[config.mk]
export PLATFORM = sky130hd
export DESIGN_NAME = fetch_pc_unit
export DESIGN_NICKNAME = d
export VERILOG_FILES = /design/src/rtl/fetch_pc_unit.sv
export SDC_FILE = /design/constraint.sdc
export NUM_CORES = 1
export LEC_CHECK = 0
export ABC_AREA = 1
export CORE_MARGIN = 1.5
export CORE_UTILIZATION = 45
export CTS_BUF_LIST = sky130_fd_sc_hd__clkbuf_2 sky130_fd_sc_hd__clkbuf_4 sky130_fd_sc_hd__clkbuf_8
export DETAILED_ROUTE_END_ITERATION = 10
export MAX_ROUTING_LAYER = met4
export PLACE_DENSITY = 0.84
export RECOVER_POWER = 100
export SLEW_MARGIN = 20
export SYNTH_ARGS = -nofsm -noshare
export SYNTH_HDL_FRONTEND = slang
export SYNTH_SLANG_ARGS = --single-unit
[constraint.sdc]
create_clock -name clk -period 3.66 [get_ports clk]
set_input_delay 0.915 -clock clk [delete_from_list [all_inputs] [get_ports clk]]
set_output_delay 0.915 -clock clk [all_outputs]
set_load 0.05 [all_outputs]
[src/rtl/fetch_pc_unit.sv]
// fetch_pc_unit: program counter and next-PC selection for the instruction fetch stage.
// Redirects seen during a stall are buffered; a halt word stops fetch until reset.
module fetch_pc_unit #(
    parameter logic [31:0] RESET_PC  = 32'h0000_0000,
    parameter logic [31:0] HALT_WORD = 32'hFFFF_FFFF,
    parameter int          CNT_W     = 16
) (
    input  logic             clk,
    input  logic             rst,
    input  logic             stall,
    input  logic             branch_taken,
    input  logic [31:0]      branch_target,
    input  logic             jump,
    input  logic [31:0]      jump_target,
    input  logic [31:0]      imem_data,
    output logic [31:0]      imem_addr,
    output logic [31:0]      pc,
    output logic [31:0]      pc_added,
    output logic [31:0]      instruction,
    output logic             flush,
    output logic             halted,
    output logic [CNT_W-1:0] fetch_count
);
    typedef enum logic {RUN, HALT} state_t;

    state_t             state_q;
    logic [31:0]        pc_q, pc_d, pend_target_q, live_target;
    logic               pend_valid_q, live, run, redirect, halt_hit;
    logic [CNT_W-1:0]   cnt_q;

    always_comb begin
        live        = branch_taken | jump;
        live_target = branch_taken ? {branch_target[31:2], 2'b00} : {jump_target[31:2], 2'b00};
        run         = state_q == RUN;
        redirect    = live | pend_valid_q;
        halt_hit    = run & ~stall & (imem_data == HALT_WORD) & ~redirect;
        pc_d        = live ? live_target : pend_valid_q ? pend_target_q : pc_q + 32'd4;
        flush       = run & ~stall & redirect;
        halted      = ~run;
        pc          = pc_q;
        imem_addr   = pc_q;
        pc_added    = pc_q + 32'd4;
        instruction = run ? imem_data : 32'h0;
        fetch_count = cnt_q;
    end

    always_ff @(posedge clk or posedge rst) begin
        if (rst) begin
            state_q       <= RUN;
            pc_q          <= RESET_PC;
            pend_valid_q  <= 1'b0;
            pend_target_q <= 32'h0;
            cnt_q         <= '0;
        end else if (run) begin
            if (stall) begin
                // newest redirect during a stall replaces any older one
                if (live) begin
                    pend_valid_q  <= 1'b1;
                    pend_target_q <= live_target;
                end
            end else if (halt_hit) begin
                state_q <= HALT;
            end else begin
                pc_q         <= pc_d;
                pend_valid_q <= 1'b0;
                if (cnt_q != '1)
                    cnt_q <= cnt_q + 1'b1;
            end
        end
    end
endmodule

### Word level (Yosys, flattened, before mapping)

Cells that the tools add are included.

* output and inout port bits: 146
* input port bits: 101
* logic and storage cells: 35
* register bits after elaboration: 82

* reductions and logical operators: 4
* equality and inequality tests: 4
* add/sub/neg operators: 2
* muxes and demuxes: 10
* bitwise gates (word level): 10

Operators by type and width (number)
* 32-bit two-way mux: 4
* 32-bit by 3-bit adder with 32-bit output (second input constant): 1
* 32-bit == test (second input constant): 1
* 16-bit by 1-bit adder with 16-bit output (second input constant): 1
* 16-bit != test (second input constant): 1
* 3-bit AND reduction: 3
* 1-bit two-way mux: 6
* 1-bit AND: 4
* 1-bit NOT: 4
* 4-bit AND reduction: 1
* 2-bit by 1-bit != test with 1-bit output (second input constant): 1
* 2-bit != test (second input constant): 1
* 1-bit bitwise OR: 2

### Depth between registers and ports, before layout

Gate-level depths: netlist of the first run.

* depth in word-level cells: 7
* mapped depth: 13
* mapped depth without buffers: 11

### Worst setup path before layout of the first run

No wires, ideal clock.

* path kind: reg-to-output
* start point: register pc_q[2] (netlist: imem_addr[2])
* end point: output port pc_added[13]
* arrival time: 2360 ps
* required time: 2745 ps
* buffers on the path: 0
* path slack: 385 ps
* stages on the path, launching flop included: 6
* path through: dfrtp_1 -> inv_1 -> nor2_2 -> nand2_2 -> nor2_2 -> xor2_1

* cells in the longest elaborated chain, start to end: 1

RTL lines
* from (decl): RTL line 27 `logic [31:0] pc_q, pc_d, pend_target_q, live_target;`
* from (signal assigned): RTL line 64 `pc_q <= pc_d;`
* 32-bit by 3-bit adder with 32-bit output: RTL line 42 `pc_added = pc_q + 32'd4;`
* to (decl): RTL line 18 `output logic [31:0] pc_added,`

Every way passes these cells.

### Worst setup path after layout of the first run

* start point: register pc_q[2] (netlist: imem_addr[2])
* end point: output port pc_added[11]

The elaborated chain is that of the path after synthesis.

==> run summary, run 1 <==
The flow ran to the end, but the final reports show violations. Starting utilization of the core area: 0.462. The classification of the worst setup path is flop to output pin. The run gives 0 as the total count of hold-check failures in the final report. The overall track demand over capacity in global routing is 0.284.

For the number of antenna violations at the first check in global routing, the log shows 1. Once detail routing completed, the nets flagged for antenna violations numbered 0. The tools report the met1 wire length as 7050 um. The max capacitance violation total came out at 1.

Using the TritonRoute via totals, the vias-per-cell ratio works out to 5.01. The first global-routing pass estimated 29100 um of wire. The CTS buffer count was 9. The root buffer cell chosen for the clock tree is sky130_fd_sc_hd__clkbuf_8. After floorplanning, the core was sized to cover 0.0127 sq mm. The end-of-flow core utilization is 0.646, and the worst vdd rail ir drop is 0.208 mV. After detailed routing, the number of remaining DRC violations is 0. In this run the most critical hold path is launched from pend_target_q[18]. The worst hold endpoint is pend_target_q[18].

The die is 117 um wide. The worst register-to-register path has a setup slack of 0.88 ns. The critical path starts at imem_addr[2]. The final layout contains 1227 nets. The logs give 9300 um for the met2 wire length and 6040 for the via count of the first global-routing pass. The type of the most critical hold path was flop to flop. The clock period minus worst slack is 3.49 ns.

In this run the cell area of the synthesized design comes to 0.00585 sq mm. For the routed length on met3, the log shows 1610 um. The flip-flop and latch count after synthesis is 78.

The tools report the endpoint of the most critical register-to-register path as imem_addr[17]. The top layer reached by signal wires was met4. After synthesis, the mean cell area works out to 6.27 sq um. Critical path's top delay family: buffers and inverters. The critical path goes through inv_1, nor2_2, nand2_2, nor2_4, xor2_1, clkdlybuf4s50_1. The logs give 5 for the detailed-router iteration count before antenna repair and 0.36 ns for the latest clock arrival within the worst-skew pair. The tightest slew margin relative to the limit was -0.161; the clock skew was 0.0107 ns.

Measured along the y axis, the die boundary spans 117 um. Cell depth of the worst hold path: 2. Nature of the critical path startpoint: a flop. Global routing finished with a remaining overflow of 0. The number of port buffers works out to 236.

The final reports fail on capacitance limit, slew limit. The slowest stage cell on the critical path is sky130_fd_sc_hd__clkdlybuf4s50_1. The depth of the CTS H-tree was 3. The tools report the I/O pin total as 247. The logs give 78 for the number of sinks driven by the clock tree and 18600 um for the detailed-route wire length. Entering global routing, the biggest net connects 42 pins. Along the worst path, the maximum fanout reaches 6. The most common cell after layout, fill and taps aside was sky130_fd_sc_hd__nand2_1. The die area is 0.0137 sq mm, and the critical path data required time is 2.74 ns. The share of post-route cells with drive strength above 1 is 0.0469, and the post-synthesis to final-layout area growth is 39.8%. The number of distinct library cells after synthesis came out at 34.

At the pin with the least slew margin, the transition time is 1.73 ns. For the number of warning messages in the yosys log, the log shows 0. Measured in cells, the most critical reg-to-reg path has a length of 7. The post-route clock period utilization works out to 0.953. TritonCTS built the clock tree.

The setup total negative slack came out at 0 ns. The number of buffers and inverters on the critical path is 2. The first routing iteration left 404 violations.

The largest stage delay on the critical path works out to 0.89 ns. Setup repair after global routing left no endpoint under its margin. Share of synthesized area occupied by flip-flops and latches: 0.333. The clock passes through at most 2 buffers. The library cells used most frequently in the layout, excluding fill and tap cells, are sky130_fd_sc_hd__nand2_1 (312), sky130_fd_sc_hd__nor2_1 (170), sky130_fd_sc_hd__dlygate4sd3_1 (119).

The total setup buffers inserted after CTS came out at 0. The number of placement rows came out at 41. The total count of max-transition violations in the final report was 40. The HPWL after detailed placement is 14100 um.

The analysis attributes to cell leakage a power of 4.23 nW. Clock-pin slew was measured on the worst setup and hold paths at 0.09 ns. After detailed routing, the average wire length per cell comes to 14.3 um. Data on the critical path arrives at its endpoint at 2.57 ns. Across all layers, the routed design uses 6528 vias.

Static timing analysis puts the maximum clock frequency at 287 MHz. In this run the power density over the cells is 291 mW/mm^2. The tools report the number of failing setup endpoints in the final timing report as 0.

The worst setup path is captured at an output pin. In this run the critical register-to-register path is launched from halted. The logs give 933 for the gate count of the mapped netlist and 0.939 for the weighted congestion reported at the end of routability-driven placement.
[metrics by stage]
stage	worst slack (ns)	instances	total power, mW	area, sq um	hold WS, ns
floorplan	0.385	938	1.46	5870	0.453
global placement	0.378	1285	1.73	8080	0.467
detailed placement	0.347	1285	1.74	8080	0.473
CTS	0.0261	1301	2.42	8290	0.495
global route	0.0117	1302	2.48	8180	0.517
finish	0.173	1302	2.38	8180	0.495
[where the power goes]
part | switching (mW) | total, mW | internal, mW
sequential | 0.0566 | 0.962 | 0.906
combinational | 0.475 | 0.723 | 0.248
clock | 0.345 | 0.699 | 0.354
total | 0.877 | 2.38 | 1.51
[sequential cells by signal, summed over array words and instances (netlist names)]
signal / cells
pend_valid_q: 1
halted: 1
imem_addr: 30
pend_target_q: 30
fetch_count: 16
[per-layer routing]
layer  vias to the layer above  track usage
met4                         0        0.141
li1                       3227            -
met1                      2964        0.314
met3                        46       0.0597
met2                       291        0.487
met5                         -            -
[how the worst max path moves through the flow]
| stage | endpoint | slack, ns | depth (start not counted) |
|---|---|---|---|
| 6_report | pc_added[11] | 0.17 | 6 |
| 4_1_cts | pc_added[10] | 0.03 | 8 |
| 3_5_place_dp | instruction[11] | 0.35 | 4 |
| 2_1_floorplan | pc_added[13] | 0.39 | 5 |
| 5_1_grt | pc_added[17] | 0.01 | 7 |
| 3_3_place_gp | instruction[13] | 0.38 | 4 |
[repair_timing]
action	4_1_cts	5_1_grt
gates cloned	0	0
resized for setup	2	3
hold buffers	0	0
endpoints found under the setup margin	2	3
hold endpoints to repair	0	0
[worst reg2reg max path: stages, from the launching register on]
cell                       delay [ns]
sky130_fd_sc_hd__dfrtp_1         0.52
sky130_fd_sc_hd__buf_4           0.28
sky130_fd_sc_hd__nor2_1          0.20
sky130_fd_sc_hd__nand2_4         0.07
sky130_fd_sc_hd__inv_1           0.95
sky130_fd_sc_hd__clkbuf_2        0.50
sky130_fd_sc_hd__nor2_1          0.07
sky130_fd_sc_hd__a21oi_1         0.12
[synth_stat cells]
cell type                  number  area share
sky130_fd_sc_hd__nand2_1      312        0.20
sky130_fd_sc_hd__nor2_1       170        0.11
sky130_fd_sc_hd__inv_1         93       0.060
sky130_fd_sc_hd__dfrtp_1       78        0.33
sky130_fd_sc_hd__nand3_1       58       0.050
sky130_fd_sc_hd__o21ai_0       44       0.038
sky130_fd_sc_hd__buf_4         39       0.050
sky130_fd_sc_hd__a21oi_1       27       0.023
sky130_fd_sc_hd__clkbuf_1      16       0.010
sky130_fd_sc_hd__mux2i_1       15       0.026
sky130_fd_sc_hd__buf_2         13       0.011
sky130_fd_sc_hd__xor2_1        13       0.019
sky130_fd_sc_hd__o21ai_1        8      0.0068
sky130_fd_sc_hd__xnor2_1        8       0.012
sky130_fd_sc_hd__nor2_2         7      0.0075
sky130_fd_sc_hd__nand4_1        4      0.0043
sky130_fd_sc_hd__buf_1          3      0.0019
sky130_fd_sc_hd__nand2_4        3      0.0058
sky130_fd_sc_hd__nand3b_1       3      0.0038
sky130_fd_sc_hd__a31oi_1        2      0.0021
sky130_fd_sc_hd__and2_1         2      0.0021
sky130_fd_sc_hd__ha_1           2      0.0043
sky130_fd_sc_hd__nor3_2         2      0.0034
sky130_fd_sc_hd__and2_4         1      0.0015
sky130_fd_sc_hd__buf_6          1      0.0019
sky130_fd_sc_hd__clkinv_4       1      0.0015
sky130_fd_sc_hd__conb_1         1     0.00064
sky130_fd_sc_hd__inv_4          1      0.0011
sky130_fd_sc_hd__nand2_2        1      0.0011
sky130_fd_sc_hd__nand3_2        1      0.0017
sky130_fd_sc_hd__nand4_4        1      0.0036
sky130_fd_sc_hd__nor2_4         1      0.0019
sky130_fd_sc_hd__nor3_1         1     0.00085
sky130_fd_sc_hd__nor3b_1        1      0.0013
[final cells by class]
type | instances | area (sq um)
well taps | 172 | 215
multi-input cells | 693 | 3110
clock buffers | 12 | 153
flip-flops and latches | 78 | 1950
fillers | 1141 | 4490
clock inverters | 4 | 55.1
diodes | 1 | 2.50
inverters | 95 | 363
repair buffers | 247 | 2340
[cell families (layout without fill, tap and decap cells)]
group / after synthesis / after routing / share of synthesized area
multiplexers: 15 / 15 / 0.0256
flip-flops: 78 / 78 / 0.333
adder cells (fa/ha/maj): 2 / 2 / 0.00427
AO/OA/AOI/OAI: 81 / 81 / 0.0697
buffers and inverters: 167 / 358 / 0.137
XOR/XNOR: 21 / 21 / 0.0314
AND/OR/NAND/NOR: 568 / 568 / 0.398
other: 1 / 7 / 0.000641
No activity file was read; power rests on OpenSTA's default activity.
==> run 2, diff against run 1 <==
--- a/config.mk
+++ b/config.mk
@@ -6,12 +6,14 @@
 export NUM_CORES = 1
 export LEC_CHECK = 0
 export ABC_AREA = 1
+export CELL_PAD_IN_SITES_DETAIL_PLACEMENT = 1
+export CELL_PAD_IN_SITES_GLOBAL_PLACEMENT = 2
 export CORE_MARGIN = 1.5
-export CORE_UTILIZATION = 45
+export CORE_UTILIZATION = 22
 export CTS_BUF_LIST = sky130_fd_sc_hd__clkbuf_2 sky130_fd_sc_hd__clkbuf_4 sky130_fd_sc_hd__clkbuf_8
 export DETAILED_ROUTE_END_ITERATION = 10
 export MAX_ROUTING_LAYER = met4
-export PLACE_DENSITY = 0.84
+export PLACE_DENSITY_LB_ADDON = 0.1
 export RECOVER_POWER = 100
 export SLEW_MARGIN = 20
 export SYNTH_ARGS = -nofsm -noshare
==> run summary, run 2 (synthesized netlist as in run 1, its figures left out) <==
The vertical extent of the die is 166 um (was 117 um), and the peak fanout along the critical path is 6 (unchanged). The max capacitance violation total is 1 (unchanged), and the via density per instance is 4.38 (was 5.01). The run gives 63 (was 42) as the pin count of the biggest net entering global routing.

The run gives 6851 (was 6040) as the via count of the first global-routing pass. The classification of the worst setup path is flop to output pin (unchanged). The clock period minus worst slack is 3.42 ns (was 3.49 ns). Count of placed standard cells in the final layout, fillers left out: 1466 (was 1302). The detailed-route wire length came out at 24000 um (was 18600 um). The run gives 1 (was 2) as the post-cts gate resize count. Violations in the final reports: capacitance limit, slew limit (unchanged). The run gives 0 (unchanged) as the total setup buffers inserted after CTS. The horizontal extent of the die was 166 um (was 117 um).

The detailed-router iteration count before antenna repair is 4 (was 5). The share of post-route cells with drive strength above 1 is 0.0548 (was 0.0469). The achievable clock frequency is 292 MHz (was 287 MHz).

The post-route clock period utilization was 0.935 (was 0.953); the clock skew was 0.0202 ns (was 0.0107 ns). I/O pin total: 247 (unchanged). The run gives 0 (unchanged) as the remaining antenna violation count.

The tools report the number of DRC markers in iteration 0 as 223 (was 404). Starting utilization of the core area: 0.225 (was 0.462). The critical path data required time is 2.74 ns (about the same), and the data arrival time of the critical path is 2.51 ns (was 2.57 ns). The number of sinks driven by the clock tree is 78 (unchanged).

Type of the most critical hold path: flop to flop (unchanged). The nature of the critical path startpoint is a flop (unchanged). The cell at the root of the clock tree was sky130_fd_sc_hd__clkbuf_8 (unchanged).

The number of vias after detailed routing came out at 6418 (was 6528). Transition time at the pin with the least slew margin: 1.76 ns (was 1.73 ns). The final net count is 1229 (was 1227), and the first-pass GRT wire length is 38600 um (was 29100 um).

Number of failing setup endpoints in the final timing report: 0 (unchanged). The logs give 0.39 ns (was 0.36 ns) for the latest clock arrival within the worst-skew pair and 0.00829 sq mm (was 0.00808 sq mm) for the placed cell area. Commonest cells after routing, fill and taps aside: sky130_fd_sc_hd__nand2_1 (312), sky130_fd_sc_hd__nor2_1 (171), sky130_fd_sc_hd__dlygate4sd3_1 (117) (was sky130_fd_sc_hd__nand2_1 (312), sky130_fd_sc_hd__nor2_1 (170), sky130_fd_sc_hd__dlygate4sd3_1 (119)). Total count of hold-check failures in the final report: 0 (unchanged).

Worst path cell trace: inv_1, nor2_2, nand2_2, xnor2_1, dlygate4sd3_1 (was inv_1, nor2_2, nand2_2, nor2_4, xor2_1, clkdlybuf4s50_1). The largest stage delay on the critical path was 0.92 ns (was 0.89 ns); the setup slack after layout was 0.239 ns (was 0.173 ns). The flow ran to the end, but the final reports show violations.

For the depth of the CTS H-tree, the log shows 3 (unchanged). The leakage component of the power is 4.23 nW (about the same). For the overall track demand over capacity in global routing, the log shows 0.184 (was 0.284). Setup repair after global routing left no endpoint under its margin. The quantity of hold-fixing buffers added after cts was 0 (unchanged); the HPWL after detailed placement was 17900 um (was 14100 um).

The run gives 0.164 mV (was 0.208 mV) as the worst vdd rail ir drop. The worst-case clock buffer depth was 2 (unchanged); the total count of max-transition violations in the final report was 63 (was 40). TritonCTS built the clock tree. The number of antenna violations at the first check in global routing is 0 (was 1), and the post-placement setup slack is 0.386 ns (was 0.347 ns). The final routed DRC violation total was 0 (unchanged).

Clock-pin slew on the worst setup and hold paths: 0.10 ns (was 0.09 ns). The number of placed cells counting well taps came out at 1450 (was 1285). The setup total negative slack is 0 ns (unchanged), and the mean routed wirelength per cell is 16.4 um (was 14.3 um). The most common cell after layout, fill and taps aside is sky130_fd_sc_hd__nand2_1 (unchanged). The run gives 0.0276 sq mm (was 0.0137 sq mm) as the die area. The total non-filler cell area in the finished layout is 0.00836 sq mm (was 0.00818 sq mm), and the standard cell core area is 0.0261 sq mm (was 0.0127 sq mm).

The tools report the overall overflow remaining after global route as 0 (unchanged). The slowest stage cell on the critical path is sky130_fd_sc_hd__dlygate4sd3_1 (was sky130_fd_sc_hd__clkdlybuf4s50_1). The areal power density over the cells works out to 290 mW/mm^2 (was 291 mW/mm^2). The post-synthesis to final-layout area growth was 42.9% (was 39.8%); the weighted congestion reported at the end of routability-driven placement was 0.750 (was 0.939). The tools report the number of placement rows as 59 (was 41). The capturing element type of the critical path is an output pin (unchanged). The tools report the CTS buffer count as 9 (unchanged). The run gives -0.176 (was -0.161) as the tightest slew margin relative to the limit. The number of port buffers was 236 (unchanged); the antenna diode instance count was 0 (was 1).
[run 2: changes by cell type in the layout (fill, tap and decap cells not counted), sizes merged]
| cell | before | now |
|---|---|---|
| diode | 1 | 0 |
| dlygate4sd3 | 119 | 117 |
| clkdlybuf4s50 | 98 | 92 |
| clkbuf | 32 | 33 |
| dlygate4sd2 | 2 | 1 |
| inv | 94 | 97 |
| buf | 8 | 15 |
[run 2: path summary, 6_finish.rpt]
kind,startpoint,end,slack (ns),cells past startpoint
max,imem_addr[2],pc_added[9],0.24,5
min,pend_target_q[19],pend_target_q[19],0.50,2
max reg2reg,pend_valid_q,fetch_count[13],1.22,10
min reg2reg,pend_target_q[19],pend_target_q[19],0.50,2
max in group asynchronous,rst,pend_target_q[13],0.43,3
min in group asynchronous,rst,fetch_count[1],1.07,2
[run 2: area by class of cell]
type	instances	area (sq um)
fillers	3315	17700
multi-input cells	693	3100
repair buffers	249	2320
flip-flops and latches	78	1950
well taps	335	419
inverters	95	363
clock buffers	9	124
clock inverters	7	80.1
[run 2: metrics by stage]
stage	power, mW	util	hold WS, ns
final	2.42	0.321	0.497
after global routing	2.55	0.321	0.539
after CTS	2.51	0.326	0.501
after detailed placement	1.76	0.318	0.479
after global placement	1.76	0.318	0.469
after floorplan	1.46	-	0.453
[run 2: metal layers]
metal  GRT usage  vias up  wire, um
li1            -     3215         -
met1       0.231     3060     11000
met2       0.314      130     11800
met3      0.0272       13       992
met4      0.0333        0       206
met5           -        -         0
[run 2: report_power, final]
| part | switching [mW] | internal, mW |
|---|---|---|
| registers | 0.0557 | 0.906 |
| logic | 0.490 | 0.247 |
| clock network | 0.398 | 0.327 |
[run 2: worst max-delay path: cells and delay by family (launching register included)]
| family | cells | cell delay (ns) |
|---|---|---|
| flip-flops | 1 | 0.46 |
| XOR/XNOR | 1 | 0.27 |
| AND/OR/NAND/NOR | 2 | 0.35 |
| buffers and inverters | 2 | 1.05 |
==> run 3, diff against run 2 <==
==> constraint.sdc (replaced) <==
create_clock -name clk -period 3.7 [get_ports clk]
set_input_delay 0.925 -clock clk [delete_from_list [all_inputs] [get_ports clk]]
set_output_delay 0.925 -clock clk [all_outputs]
set_load 0.05 [all_outputs]
==> run summary, run 3 (synthesized netlist as in run 1, its figures left out) <==
The flow ran to the end, but the final reports show violations. Violations in the final reports: capacitance limit, slew limit (unchanged). The nature of the critical path startpoint is a flop (unchanged). TritonCTS built the clock tree. The number of vias after detailed routing is 6432 (was 6418). Overall track demand over capacity in global routing: 0.183 (was 0.184).

The critical path's top delay family is buffers and inverters (unchanged). The worst path needs 3.52 ns of the cycle, external delays included. The final net count came out at 1228 (was 1229). The HPWL after detailed placement was 18100 um (was 17900 um).

The tools report the cell at the root of the clock tree as sky130_fd_sc_hd__clkbuf_8 (unchanged). For the total count of max-transition violations in the final report, the log shows 35 (was 63). For the first-pass GRT wire length, the log shows 38400 um (was 38600 um).

Most common cell after layout, fill and taps aside: sky130_fd_sc_hd__nand2_1 (unchanged). The remaining antenna violation count came out at 0 (unchanged). Slowest stage cell on the critical path: sky130_fd_sc_hd__clkdlybuf4s50_1 (was sky130_fd_sc_hd__dlygate4sd3_1). The vertical extent of the die is 166 um (unchanged), and the weighted congestion reported at the end of routability-driven placement is 0.756 (was 0.750). The peak fanout along the critical path is 6 (unchanged). Count of placed standard cells in the final layout, fillers left out: 1465 (was 1466). The data arrival time of the critical path came out at 2.60 ns (was 2.51 ns). The run gives 284 MHz as the achievable clock frequency. Mean routed wirelength per cell: 16.4 um (about the same). The classification of the worst setup path is flop to output pin (unchanged).

The detailed-route wire length is 24000 um (about the same). The type of the most critical hold path is flop to flop (unchanged). Setup repair after global routing left no endpoint under its margin. Number of failing setup endpoints in the final timing report: 0 (unchanged). Commonest cells after routing, fill and taps aside: sky130_fd_sc_hd__nand2_1 (312), sky130_fd_sc_hd__nor2_1 (171), sky130_fd_sc_hd__dlygate4sd3_1 (119) (was sky130_fd_sc_hd__nand2_1 (312), sky130_fd_sc_hd__nor2_1 (171), sky130_fd_sc_hd__dlygate4sd3_1 (117)).

Cell depth of the worst hold path: 2 (unchanged). The run gives 3 (unchanged) as the depth of the CTS H-tree. The I/O pin total was 247 (unchanged); the number of port buffers was 236 (unchanged).

For the end-of-flow core utilization, the log shows 0.320 (was 0.321). The post-route clock period utilization works out to 0.952. The antenna diode instance count is 0 (unchanged). The tools report the number of placement rows as 59 (unchanged). The number of DRC markers in iteration 0 is 267 (was 223), and the total count of hold-check failures in the final report is 0 (unchanged).

The run gives 0.225 (unchanged) as the starting utilization of the core area. The most numerous cell type found on the critical path is sky130_fd_sc_hd__nand2_1. The worst hold margin is 0.501 ns (was 0.497 ns), and the latest clock arrival within the worst-skew pair is 0.38 ns (was 0.39 ns).

The die area was 0.0276 sq mm (unchanged). The transition time at the pin with the least slew margin works out to 1.73 ns (was 1.76 ns). Pin count of the biggest net entering global routing: 54 (was 63). The tools report the setup total negative slack as 0 ns (unchanged). The placed cell area came out at 0.00827 sq mm (was 0.00829 sq mm). Worst path cell trace: nand2_1, nor2_1, nand2_1, inv_1, nand3b_1, nand2_1, clkdlybuf4s50_1 (was inv_1, nor2_2, nand2_2, xnor2_1, dlygate4sd3_1). For the final routed DRC violation total, the log shows 0 (unchanged). The number of buffers and inverters on the critical path came out at 2 (unchanged). The leakage component of the power is 4.22 nW (was 4.23 nW), and the path depth of the worst reg2reg path is 9 (was 10). For the total design power, the log shows 2.32 mW (was 2.42 mW). The tightest slew margin relative to the limit is -0.162 (was -0.176). For the max capacitance violation total, the log shows 1 (unchanged). The areal power density over the cells was 278 mW/mm^2 (was 290 mW/mm^2); the via count of the first global-routing pass was 6681 (was 6851). The worst vdd rail ir drop was 0.154 mV (was 0.164 mV); the post-synthesis to final-layout area growth was 42.5% (was 42.9%).

The number of placed cells counting well taps came out at 1449 (was 1450). The clock-pin slew on the worst setup and hold paths came out at 0.09 ns (was 0.10 ns). The number of sinks driven by the clock tree was 78 (unchanged); the detailed-router iteration count before antenna repair was 4 (unchanged). The post-placement setup slack came out at 0.396 ns (was 0.386 ns). The clock skew was 0.0135 ns (was 0.0202 ns).

The overall overflow remaining after global route was 0 (unchanged); the setup slack after layout was 0.179 ns (was 0.239 ns). The number of cells on the critical path works out to 7 (was 5). The largest stage delay on the critical path is 0.81 ns (was 0.92 ns), and the share of post-route cells with drive strength above 1 is 0.0504 (was 0.0548). The critical path data required time is 2.77 ns (was 2.74 ns). The CTS buffer count is 9 (unchanged), and the total non-filler cell area in the finished layout is 0.00834 sq mm (was 0.00836 sq mm). The number of antenna violations at the first check in global routing was 0 (unchanged). The tools report the capturing element type of the critical path as an output pin (unchanged). The horizontal extent of the die was 166 um (unchanged); the standard cell core area was 0.0261 sq mm (unchanged). The via density per instance is 4.39 (was 4.38), and the worst-case clock buffer depth is 2 (unchanged).

The tools report the quantity of hold-fixing buffers added after cts as 0 (unchanged).
-- run 3: routing by layer --
metal	track usage	share of wire
met1	0.229	0.46
met2	0.312	0.49
met3	0.0291	0.038
met4	0.0353	0.011
met5	-	0
-- run 3: final timing paths --
path                                   start           endpoint  slack [ns]
setup / recovery               imem_addr[11]       pc_added[19]        0.18
hold / removal             pend_target_q[17]  pend_target_q[17]        0.50
setup reg to reg                pend_valid_q    fetch_count[13]        0.91
hold reg to reg            pend_target_q[17]  pend_target_q[17]        0.50
max in group asynchronous                rst      imem_addr[28]        0.72
min in group asynchronous                rst   pend_target_q[8]        1.41
-- run 3: area by class of cell --
type,instances,area [sq um]
inverter,95,363
tap,335,419
sequential,78,1950
multi-input combinational,693,3100
fill,3298,17700
clock buffer,9,124
timing repair buffer,248,2320
clock inverter,7,57.6
-- run 3: repair_timing --
action,4_1_cts,5_1_grt
setup endpoints to repair,1,4
pin swaps,0,0
hold endpoints to repair,0,0
buffers inserted,0,0
gates resized for setup,1,4
-- run 3: worst min-delay path: cells and delay by family (launching register included) --
kind | cells | cell delay [ns]
flops | 1 | 0.36
compound gates | 1 | 0.06
simple gates | 1 | 0.05
-- run 3: power by group --
group	internal (mW)	switching, mW
combinational	0.244	0.485
sequential	0.896	0.0554
clock	0.253	0.386
total	1.39	0.927
